## config.mk

```make
export PLATFORM = sky130hd
export DESIGN_NAME = divf_seq_flat
export DESIGN_NICKNAME = d
export VERILOG_FILES = /design/src/rtl/divf_seq_if.sv /design/src/rtl/divf_seq.sv /design/src/flat_wrapper.sv
export SDC_FILE = /design/constraint.sdc
export NUM_CORES = 1
export LEC_CHECK = 0
export CAP_MARGIN = 20
export CORE_MARGIN = 5
export CORE_UTILIZATION = 56
export DETAILED_ROUTE_END_ITERATION = 12
export GPL_TIMING_DRIVEN = 0
export PLACE_DENSITY = 0.83
export SYNTH_ARGS = -nofsm -noshare
export SYNTH_HDL_FRONTEND = slang
export SYNTH_SLANG_ARGS = --single-unit
```

## constraint.sdc

```tcl
create_clock -name clk -period 12.54 [get_ports clk]
set_input_delay 2.508 -clock clk [delete_from_list [all_inputs] [get_ports clk]]
set_output_delay 2.508 -clock clk [all_outputs]
set_load 0.05 [all_outputs]
```

## src/rtl/divf_seq_if.sv

```systemverilog
// Request/result bundle for the sequential single-precision divider.
interface divf_seq_if;
  logic        start;
  logic [31:0] a;
  logic [31:0] b;
  logic [31:0] s;
  logic        busy;
  logic        done;

  modport master (output start, a, b, input s, busy, done);
  modport slave  (input start, a, b, output s, busy, done);
endinterface

```

## src/rtl/divf_seq.sv

```systemverilog
// Sequential IEEE-754 single-precision divider: restoring mantissa division,
// one quotient bit per cycle, truncating, fixed 26-edge latency.
module divf_seq (
  input  logic       clk,
  input  logic       rst_n,
  divf_seq_if.slave  bus
);

  typedef enum logic [1:0] {S_IDLE, S_CALC, S_NORM, S_DONE} state_t;

  state_t             r_state;
  state_t             w_next;
  logic [31:0]        r_a;
  logic [31:0]        r_b;
  logic [23:0]        r_rem;
  logic [24:0]        r_q;
  logic [4:0]         r_cnt;
  logic [31:0]        r_s;

  logic               w_accept;
  logic [23:0]        w_ma;
  logic [23:0]        w_mb;
  logic [24:0]        w_trial;
  logic               w_bit;
  logic [23:0]        w_sub;
  logic [23:0]        w_rem_nxt;
  logic signed [9:0]  w_exp_raw;
  logic signed [9:0]  w_exp_norm;
  logic [22:0]        w_mant;
  logic [31:0]        w_result;

  // Special-case override and final packing; the first match wins.
  function automatic logic [31:0] pack_result(
    input logic              sgn,
    input logic              a_zero,
    input logic              b_zero,
    input logic signed [9:0] exp_n,
    input logic [22:0]       mant
  );
    if (b_zero)                  return {sgn, 8'hFF, 23'h0};
    else if (a_zero)             return {sgn, 31'h0};
    else if (exp_n >= 10'sd255)  return {sgn, 8'hFF, 23'h0};
    else if (exp_n <= 10'sd0)    return {sgn, 31'h0};
    else                         return {sgn, exp_n[7:0], mant};
  endfunction

  assign w_accept = (r_state == S_IDLE) && bus.start;

  // Restoring step: the first CALC cycle compares the raw dividend mantissa,
  // later cycles compare the doubled partial remainder.
  assign w_ma      = {1'b1, r_a[22:0]};
  assign w_mb      = {1'b1, r_b[22:0]};
  assign w_trial   = (r_cnt == 5'd24) ? {1'b0, w_ma} : {r_rem, 1'b0};
  assign w_bit     = (w_trial >= {1'b0, w_mb});
  assign w_sub     = w_trial[23:0] - w_mb;
  assign w_rem_nxt = w_bit ? w_sub : w_trial[23:0];

  // Quotient lies in [2^23, 2^25): bit 24 decides the one-place normalisation.
  assign w_exp_raw  = $signed({2'b00, r_a[30:23]}) - $signed({2'b00, r_b[30:23]}) + 10'sd127;
  assign w_exp_norm = r_q[24] ? w_exp_raw : (w_exp_raw - 10'sd1);
  assign w_mant     = r_q[24] ? r_q[23:1] : r_q[22:0];
  assign w_result   = pack_result(r_a[31] ^ r_b[31], (r_a[30:23] == 8'h00),
                                  (r_b[30:23] == 8'h00), w_exp_norm, w_mant);

  // Next-state logic for IDLE -> CALC -> NORM -> DONE -> IDLE.
  always_comb begin
    w_next = r_state;
    case (r_state)
      S_IDLE:  if (bus.start) w_next = S_CALC;
      S_CALC:  if (r_cnt == 5'd0) w_next = S_NORM;
      S_NORM:  w_next = S_DONE;
      S_DONE:  w_next = S_IDLE;
      default: w_next = S_IDLE;
    endcase
  end

  // State, iteration counter, remainder/quotient and result registers.
  always_ff @(posedge clk or negedge rst_n) begin
    if (!rst_n) begin
      r_state <= S_IDLE;
      r_rem   <= '0;
      r_q     <= '0;
      r_cnt   <= '0;
      r_s     <= '0;
    end else begin
      r_state <= w_next;
      if (w_accept) begin
        r_rem <= '0;
        r_q   <= '0;
        r_cnt <= 5'd24;
      end else if (r_state == S_CALC) begin
        r_rem <= w_rem_nxt;
        r_q   <= {r_q[23:0], w_bit};
        if (r_cnt != 5'd0) r_cnt <= r_cnt - 5'd1;
      end else if (r_state == S_NORM) begin
        r_s <= w_result;
      end
    end
  end

  // Operand capture at the start-accept edge; pure data, no reset needed.
  always_ff @(posedge clk) begin
    if (w_accept) begin
      r_a <= bus.a;
      r_b <= bus.b;
    end
  end

  assign bus.s    = r_s;
  assign bus.busy = (r_state != S_IDLE);
  assign bus.done = (r_state == S_DONE);

endmodule

```

## src/flat_wrapper.sv

```systemverilog
// flat-port wrapper written by rule: the top's interface ports become plain ports
module divf_seq_flat 
  (clk, rst_n, bus_start, bus_a, bus_b, bus_s, bus_busy, bus_done);
  divf_seq_if bus_i ();
  input  logic clk;
  input  logic rst_n;
  input wire logic [$bits(bus_i.start)-1:0] bus_start;
  input wire logic [$bits(bus_i.a)-1:0] bus_a;
  input wire logic [$bits(bus_i.b)-1:0] bus_b;
  output wire logic [$bits(bus_i.s)-1:0] bus_s;
  output wire logic [$bits(bus_i.busy)-1:0] bus_busy;
  output wire logic [$bits(bus_i.done)-1:0] bus_done;
  assign bus_i.start = bus_start;
  assign bus_i.a = bus_a;
  assign bus_i.b = bus_b;
  assign bus_s = bus_i.s;
  assign bus_busy = bus_i.busy;
  assign bus_done = bus_i.done;
  divf_seq u_core (.clk(clk), .rst_n(rst_n), .bus(bus_i));
endmodule
```

==> run summary <==
Starting density of the core = 0.572
Netlist Area Pre-Place = 0.00832 mm2
Max incr delay on CP = 630 ps
Worst-margin pin slew = 1020 ps
GPL Wtd Cong = 0.873
Post-cts hold buffer count = 0
Slowest-stage cell, CP = a2111oi_1
Skew-Pair Late Insertion Delay = 430 ps
Port bufs = 100
Worst vdd ir = 128 uV
Row count = 44
Startpoint types = flop
First-pass GRT wire length = 30.6 mm
Detail-routed net length per standard cell = 17.3 um
RSZ-0062 raised after global routing = no
DR pass1 iterations = 5
Status = complete, no violations
Root Buffer Master = clkbuf_16
Max cap viols = 0
CORE AREA = 0.0145 mm2
YS warnings = 0
Most common cell after layout, fill and taps aside = clkdlybuf4s50_1
Post-route antenna net violation count = 0
Most frequent cell on the critical path = a21o_1
Period Utilization, post-route = 0.432
Remaining global-route overflow = 0
Cts bufs inserted = 17
P per Cell Area = 256 mW/mm2
Async SR Flop Fraction = 0.579
Die height = 132 um
GRT Overall Usage = 0.213
H-tree depth = 4
Critical path arrival = 5740 ps
Endpoint class of the critical path = flop
CP required = 12860 ps
Final nets = 969
Die ar. = 0.0174 mm2
Hold Path Class = reg -> reg
Final Hold Fails = 0
Cells after Synth = 740
Ports = 101
Hold path startpoint = u_core.bus.s[27]$_DFFE_PN0P_
Fmax = 0.184 GHz
Minimum clock period = 5420 ps
Reg clk slew, reported paths = 60 ps
Area growth from synthesis to layout = 22.1%
Worst-case reg-to-reg path depth = 17
Critical path peak fanout = 10
Lkg Pwr = 4.21 nW
Register-to-register setup slack = 7120 ps
Max Clock Skew = 8.61 ps
DR vias/cell = 5.81
R2r startpoint = u_core.r_cnt[0]$_DFFE_PN0P_
Top Layer Used = met4
Met2 WL = 9.05 mm
Post-synthesis register bit count = 152
Critical path type = reg -> reg
Detailed Place HPWL = 13.0 mm
Initial antenna violation count = 0
Hold Path Stages = 2
Slew headroom = 0.321
Die width = 132 um
Register area share after synthesis = 0.496
Post-synth EDFFs = 64
Clock buffer depth = 2
Worst-case hold path end point = u_core.bus.s[27]$_DFFE_PN0P_
Endpoints failing setup = 0
Drt total wl = 18.2 mm
Metal-1 WL = 7.88 mm
Number of global-route vias before repair = 6325
DRT iter0 DRCs = 377
Worst path cell trace = inv_1 > ha_1 > nor2b_1 > nand3_1 > clkbuf_1 > mux2_2 > ha_1 > a21o_1 > a21o_1 > a21o_1 > a2111oi_1 > o21a_1 > nand4_1 > nand2_1 > buf_2 > mux2_2 > a211oi_1
Routed vias = 6142
Slew Viols, Final = 0
Top_reg_cell synth = dfrtp_1
Power Total = 2.60 mW
Avg Cell Area, Syn = 11.2 um2
Largest net degree at the start of global routing = 74
Sum Neg Setup Slack = 0 ps
Antenna Cells = 0
Clock sink count = 152
R2R Path End = u_core.r_rem[0]$_DFFE_PN0P_
Cts repair resizes = 0
Synth unique cells = 69
Synthesized Nets = 849
DR WL met3 = 955 um
CTS tree = yes
DRC = 0
Most frequent cells in the layout = clkdlybuf4s50_1, dfrtp_1, inv_1
Layout cells sized above 1 = 0.103
Setup Fix Bufs, Post-CTS = 0
synthesized netlist by cell type (10+ instances only):
cell	count	share of area
dfrtp_1	88	0.26
inv_1	70	0.032
nor2_1	66	0.030
edfxtp_1	64	0.23
mux2i_1	62	0.075
ha_1	40	0.060
a21oi_1	31	0.019
o21ai_0	30	0.018
nand2_1	23	0.010
mux2_2	22	0.030
clkbuf_1	20	0.0090
o22ai_2	20	0.030
a21o_1	18	0.016
xnor2_1	18	0.019
xor2_1	12	0.013
a211oi_1	11	0.0099
a31oi_1	10	0.0075
nand4_1	10	0.0075
nor3_1	10	0.0060
cell families (layout without fill, tap and decap cells):
family / after synthesis / after routing / synth area share
AO/OA/AOI/OAI: 172 / 172 / 0.153
XOR/XNOR: 34 / 34 / 0.0402
adder cells (fa/ha/maj): 42 / 42 / 0.0650
buffers and inverters: 98 / 231 / 0.0477
flip-flops: 152 / 152 / 0.496
multiplexers: 84 / 84 / 0.104
AND/OR/NAND/NOR: 158 / 158 / 0.0943
area by class of cell:
type	instances	area (um2)
Buffer	27	134
Clock buffer	25	485
Clock inverter	7	92.6
Fill cell	1101	4380
Inverter	71	267
Multi-Input combinational cell	490	3800
Sequential cell	152	4120
Tap cell	184	230
Timing Repair Buffer	101	1030
registers in the layout (all words and copies together), names as in the netlist:
register,flops
u_core.bus.s,32
u_core.r_q,25
u_core.r_rem,24
u_core.r_a,32
u_core.r_b,32
u_core.r_state,2
u_core.r_cnt,5
metal layers:
metal,vias up,GRT usage
li1,2916,-
met1,2998,0.272
met2,196,0.355
met4,0,0.0789
met5,-,0
met3,32,0.0496
report_power, final:
group,total [mW],switching [mW],leakage [nW],internal [mW]
clock network,0.501,0.193,0.276,0.308
logic,1.39,0.827,2.19,0.565
registers,0.703,0.0584,1.74,0.644
total,2.60,1.08,4.21,1.52
stage by stage:
stage / cells / cell area [um2] / utilization / hold slack (ps) / worst slack, ps
floorplan: 740 / 8320 / - / 493 / 7430
global placement: 1024 / 9550 / 0.657 / 512 / 5850
finish: 1057 / 10200 / 0.699 / 531 / 7120
global route: 1057 / 10200 / 0.699 / 557 / 6940
detailed placement: 1025 / 9580 / 0.659 / 516 / 7250
CTS: 1057 / 10200 / 0.699 / 529 / 7180
critical path: cells and delay by family, from the launching register on:
kind | cells | cell delay [ps]
AO/OA/AOI/OAI | 6 | 1790
multiplexers | 2 | 800
buffers and inverters | 3 | 950
AND/OR/NAND/NOR | 4 | 800
flip-flops | 1 | 390
adder cells (fa/ha/maj) | 2 | 570
how the worst max path moves through the flow:
stage	from	endpoint	slack, ps	depth (start not counted)
floorplan	bus_start	u_core.r_a[0]$_DFFE_PP_	7430	3
global placement	rst_n	u_core.bus.s[17]$_DFFE_PN0P_	5850	1
detailed placement	u_core.r_cnt[0]$_DFFE_PN0P_	u_core.r_rem[0]$_DFFE_PN0P_	7250	17
CTS	u_core.r_cnt[0]$_DFFE_PN0P_	u_core.r_rem[0]$_DFFE_PN0P_	7180	17
global route	u_core.r_cnt[0]$_DFFE_PN0P_	u_core.r_rem[0]$_DFFE_PN0P_	6940	17
finish	u_core.r_cnt[0]$_DFFE_PN0P_	u_core.r_rem[0]$_DFFE_PN0P_	7120	17
Power figures use the tool's default switching activity.
